$ cat src/rtl/quota_bitstream_gen.sv
// quota_bitstream_gen
// Serialises one BITSTREAM-bit stochastic stream per accepted quota. Each
// stream carries exactly `quota` ones. The ones are spread either as a
// thermometer (ones first, MODE=0) or by comparing the quota against the
// bit-reversed beat index (low-discrepancy, MODE=1).
//
// Ports:
//   clk       in   clock, rising edge
//   rst       in   synchronous active-high reset
//   in_valid  in   quota present on in_quota
//   in_quota  in   [QW] number of ones for the next stream
//   in_ready  out  quota can be accepted this cycle
//   out_valid out  out_bit is valid
//   out_bit   out  current stream bit
//   out_last  out  marks the final bit of the stream
//   out_ready in   consumer takes the bit this cycle
//   busy      out  a stream is in progress
module quota_bitstream_gen #(
  parameter  int BITSTREAM = 64,
  parameter  int MODE      = 1,
  localparam int QW        = $clog2(BITSTREAM)
) (
  input  logic          clk,
  input  logic          rst,
  input  logic          in_valid,
  input  logic [QW-1:0] in_quota,
  output logic          in_ready,
  output logic          out_valid,
  output logic          out_bit,
  output logic          out_last,
  input  logic          out_ready,
  output logic          busy
);

  if (BITSTREAM < 2 || (BITSTREAM & (BITSTREAM - 1)) != 0) begin : g_bad_len
    $error("quota_bitstream_gen: BITSTREAM must be a power of two >= 2");
  end

  typedef enum logic {IDLE, STREAM} state_t;

  state_t        state, state_next;
  logic [QW-1:0] cnt, quota_r, seq;
  logic          in_fire, out_fire;

  // State register and stream datapath registers.
  always_ff @(posedge clk) begin
    if (rst) begin
      state   <= IDLE;
      cnt     <= '0;
      quota_r <= '0;
    end else begin
      state <= state_next;
      if (in_fire) quota_r <= in_quota;
      // cnt wraps to zero naturally on the final beat, so a back-to-back
      // accept needs no explicit clear; only a load from IDLE does.
      if (state == IDLE && in_fire) cnt <= '0;
      else if (out_fire)            cnt <= cnt + 1'b1;
    end
  end

  // Next-state logic.
  always_comb begin
    state_next = state;
    unique case (state)
      IDLE:   if (in_fire) state_next = STREAM;
      STREAM: if (out_fire && out_last) state_next = in_fire ? STREAM : IDLE;
      default: state_next = IDLE;
    endcase
  end

  // Output logic: everything but in_ready comes from registered state only.
  always_comb begin
    seq = cnt;
    if (MODE != 0) begin
      for (int unsigned i = 0; i < QW; i++) seq[i] = cnt[QW-1-i];
    end
    out_valid = (state == STREAM);
    busy      = (state == STREAM);
    out_last  = (state == STREAM) && (cnt == '1);
    out_bit   = (state == STREAM) && (seq < quota_r);
    out_fire  = out_valid && out_ready;
    // Accepting on the final beat lets the next stream follow with no bubble.
    in_ready  = (state == IDLE) || (out_fire && out_last);
    in_fire   = in_valid && in_ready;
  end

endmodule

$ cat config.mk
export PLATFORM = sky130hd
export DESIGN_NAME = quota_bitstream_gen
export DESIGN_NICKNAME = d
export VERILOG_FILES = /design/src/rtl/quota_bitstream_gen.sv
export SDC_FILE = /design/constraint.sdc
export NUM_CORES = 1
export LEC_CHECK = 0
export CORE_MARGIN = 5
export CORE_UTILIZATION = 48
export CTS_CLUSTER_SIZE = 25
export DETAILED_ROUTE_END_ITERATION = 8
export GPL_TIMING_DRIVEN = 0
export PLACE_DENSITY = 0.76
export SLEW_MARGIN = 20
export SYNTH_ARGS = -nofsm -noshare
export SYNTH_HDL_FRONTEND = slang
export SYNTH_SLANG_ARGS = --single-unit
export TNS_END_PERCENT = 1
$ cat constraint.sdc
create_clock -name clk -period 1.9 [get_ports clk]
set_clock_uncertainty 0.05 [all_clocks]
set_input_delay 0.475 -clock clk [delete_from_list [all_inputs] [get_ports clk]]
set_output_delay 0.475 -clock clk [all_outputs]
set_load 0.005 [all_outputs]
==> impl_metrics.csv <==
group,metric,value,unit
sta,rsz0062_at_grt,"yes",
placed_design,detailedPlace.worstSlack,-618,ps
pwr,clkPwrFrac,29.3,%
route,drtIter0Drc,3,
synthesis,syn-instance-count,78,
route,vias_per_cell,5.07,
floorplanning,core.rowCount,13,
placed_design,place_area,848,sq um
placed_design,place_hpwl,1050,um
synthesis,syn_avg_cell_area,8.97,sq um
setup_path,criticalPathCategory,"flop to output pin",
layout,fin_area,986,sq um
setup_path,r2r_slack,410,ps
hold_path,hold_class,"flop to flop",
placed_design,gp_congestion,0.777,
sta,slew_viol_final,0,
floorplanning,pin_count,15,
sta,layout_setup_ws,-231,ps
pwr,ir_drop,0.000381,V
setup_path,cp-end-kind,"output pin",
pwr,p_switching,139,uW
synthesis,synth_warnings,0,
clock_tree,root_buffer,"clkbuf_4",
route,post-route-drc-count,0,
synthesis,synth_top_flop_cell,"dfxtp_1",
synthesis,synth-seq-cells,13,
layout,final_cell_count_no_fill,114,
pwr,p_sw_share,24.8,%
route,dr.pass1.iters,2,
flow_run,cap_violations,0,
layout,num_antenna_cells,0,
clock_tree,cts_max_path_buffers,2,
floorplanning,die_x,48.2,um
pwr,internal_power,422,uW
pwr,combPwrFrac,19.1,%
setup_path,start_kind,"flop",
sta,period_share,112,%
route,ant_nets,0,
pwr,seq_power_share,51.6,%
clock_tree,cts_tree,"done",
setup_path,crit_chain,"ha_4 -> a211oi_4 -> nor3_2 -> a2111oi_2 -> buf_2",
route,detail_route.wl_per_cell,13.1,um
global_routing,grt-ovfl-total,0,
pwr,p_leak,0.374,nW
synthesis,synthArstFlopShare,0,%
global_routing,grt_max_degree,9,
setup_path,crit_required,1370,ps
synthesis,synth_nets,94,
synthesis,synth.cell_area,699,sq um
sta,fmax,469,MHz
placed_design,portBuffers,13,
layout,fill_cells,109,
status,violations,"negative setup slack",
sta,maxSlewHeadroom,79.4,%
sta,setup_viol,2,
clock_tree,clock_sinks,13,
floorplanning,initial_core_util,52.4,%
layout,areaGrowthSynthToFinish,41.0,%
placed_design,placed_cells,106,
floorplanning,die_h,48.2,um
clock_tree,clock_latency,260,ps
setup_path,slowest_stage,"dfxtp_4",
floorplanning,core_area,0.00133,sq mm
clock_tree,cts.clk_slew.worst_paths,70,ps
synthesis,synth.distinct_cells,24,
setup_path,cp_max_fo,2,
floorplanning,dieArea,0.00232,sq mm
sta,tns,-326,ps
route,wirelength,1500,um
sta,period_needed,2130,ps
route,dr_total_vias,578,
layout,layout.cells.most_common,"nor2_1",
global_routing,grt_pass1_vias,588,
setup_path,cp_top_family,"compound AO/OA/AOI/OAI gates",
synthesis,seq_area_frac_synth,37.2,%
setup_path,crit_buf_inv,1,
pwr,p_per_area,569,mW/mm^2
status,status,"finished with violations",
global_routing,antenna_found_initial,0,
layout,layout_common_cells,"nor2_1 (11), clkdlybuf4s50_1 (9)",
clock_tree,htree_num_levels,1,
layout,nets,116,
sta,max_slew.worst_pin.slew,309,ps
setup_path,slowest_delay,350,ps
setup_path,cp.arrival,1610,ps
synthesis,synth_edf_count,0,
clock_tree,cts_buffers,3,
layout,final_layout_size_suffix_gt1_share,33.3,%
global_routing,grt_first_pass_wirelength,2410,um
sta,hold_viol,0,
global_routing,track_usage,14.7,%
==> area by class of cell <==
type	count	area, sq um	share of cell area (%)
repair buffers	17	144	14.6
well taps	15	18.8	1.90
multi-input cells	56	484	49.1
clock buffers	4	26.3	2.66
flip-flops and latches	13	275	27.9
plain buffers	2	11.3	1.14
inverters	7	26.3	2.66
==> power groups by stage <==
| stage | logic [mW] | clock network [mW] | registers (mW) |
|---|---|---|---|
| floorplan | 0.0534 | 0 | 0.296 |
| global placement | 0.0912 | 0 | 0.297 |
| detailed placement | 0.0927 | 0 | 0.298 |
| CTS | 0.0960 | 0.172 | 0.290 |
| global route | 0.118 | 0.194 | 0.291 |
| finish | 0.107 | 0.164 | 0.289 |
==> flip-flops by register name (all words and copies together), names as in the netlist <==
name     flops
cnt          6
quota_r      6
busy         1
==> layer usage <==
| layer | part of all wire, % | up-vias | wire, um | GRT usage, % |
|---|---|---|---|---|
| met5 | 0 | - | 0 | 0 |
| met4 | 0.80 | 0 | 12 | 4.84 |
| met3 | 6.3 | 2 | 94 | 4.06 |
| met2 | 48 | 13 | 720 | 24.0 |
| met1 | 45 | 261 | 668 | 18.7 |
| li1 | - | 302 | - | - |
==> cells in the mapped netlist, types with 2 or more instances <==
library cell / number / area, sq um
dfxtp_1: 13 / 260
nor2_1: 12 / 45.0
inv_1: 7 / 26.3
ha_1: 6 / 75.1
mux2i_1: 6 / 60.1
nand2_1: 6 / 22.5
a21oi_1: 3 / 15.0
nor3_1: 3 / 15.0
nand2b_1: 2 / 12.5
nand3_1: 2 / 10.0
nand4_1: 2 / 12.5
or3_1: 2 / 12.5
xnor2_1: 2 / 17.5
xor2_1: 2 / 17.5
==> worst paths after layout <==
| kind | startpoint | to | cells after the start |
|---|---|---|---|
| setup reg to reg | cnt[0] | quota_r[0] | 6 |
| setup / recovery | cnt[4] | out_bit | 5 |
| hold reg to reg | quota_r[2] | quota_r[2] | 2 |
| hold / removal | quota_r[2] | quota_r[2] | 2 |
==> tightest hold or removal path, cell delays in order (launching register included) <==
cell,delay (ps)
dfxtp_1,330
mux2i_1,60
nor2_1,70
==> logic make-up (layout without fill, tap and decap cells) <==
kind of cell / after synthesis / in the layout / share of synthesized area (%)
AOI/OAI and AO/OA: 8 / 8 / 10.2
xor gates and xnor gates: 4 / 4 / 5.01
adders and majority gates: 6 / 6 / 10.7
buffers and inverters: 9 / 30 / 5.37
DFF: 13 / 13 / 37.2
muxes: 6 / 6 / 8.59
and+or+nand+nor: 32 / 32 / 22.9
==> what timing repair did <==
item                       in CTS  in global routing
setup endpoints to repair       3                  4
pin swaps                       3                  4
hold buffers                    0                  0
setup buffers                   2                  2
cloned                          0                  0
gates resized for setup        21                 13
==> through the flow <==
stage                     power (mW)  util [%]  hold slack, ps
after global placement         0.389      63.6             426
after detailed placement       0.390      63.6             438
after CTS                      0.559      70.1             457
after floorplan                0.349         -             410
final                          0.561      73.9             447
after global routing           0.602      73.9             473
Note: power is estimated with default switching activity, not from simulation.
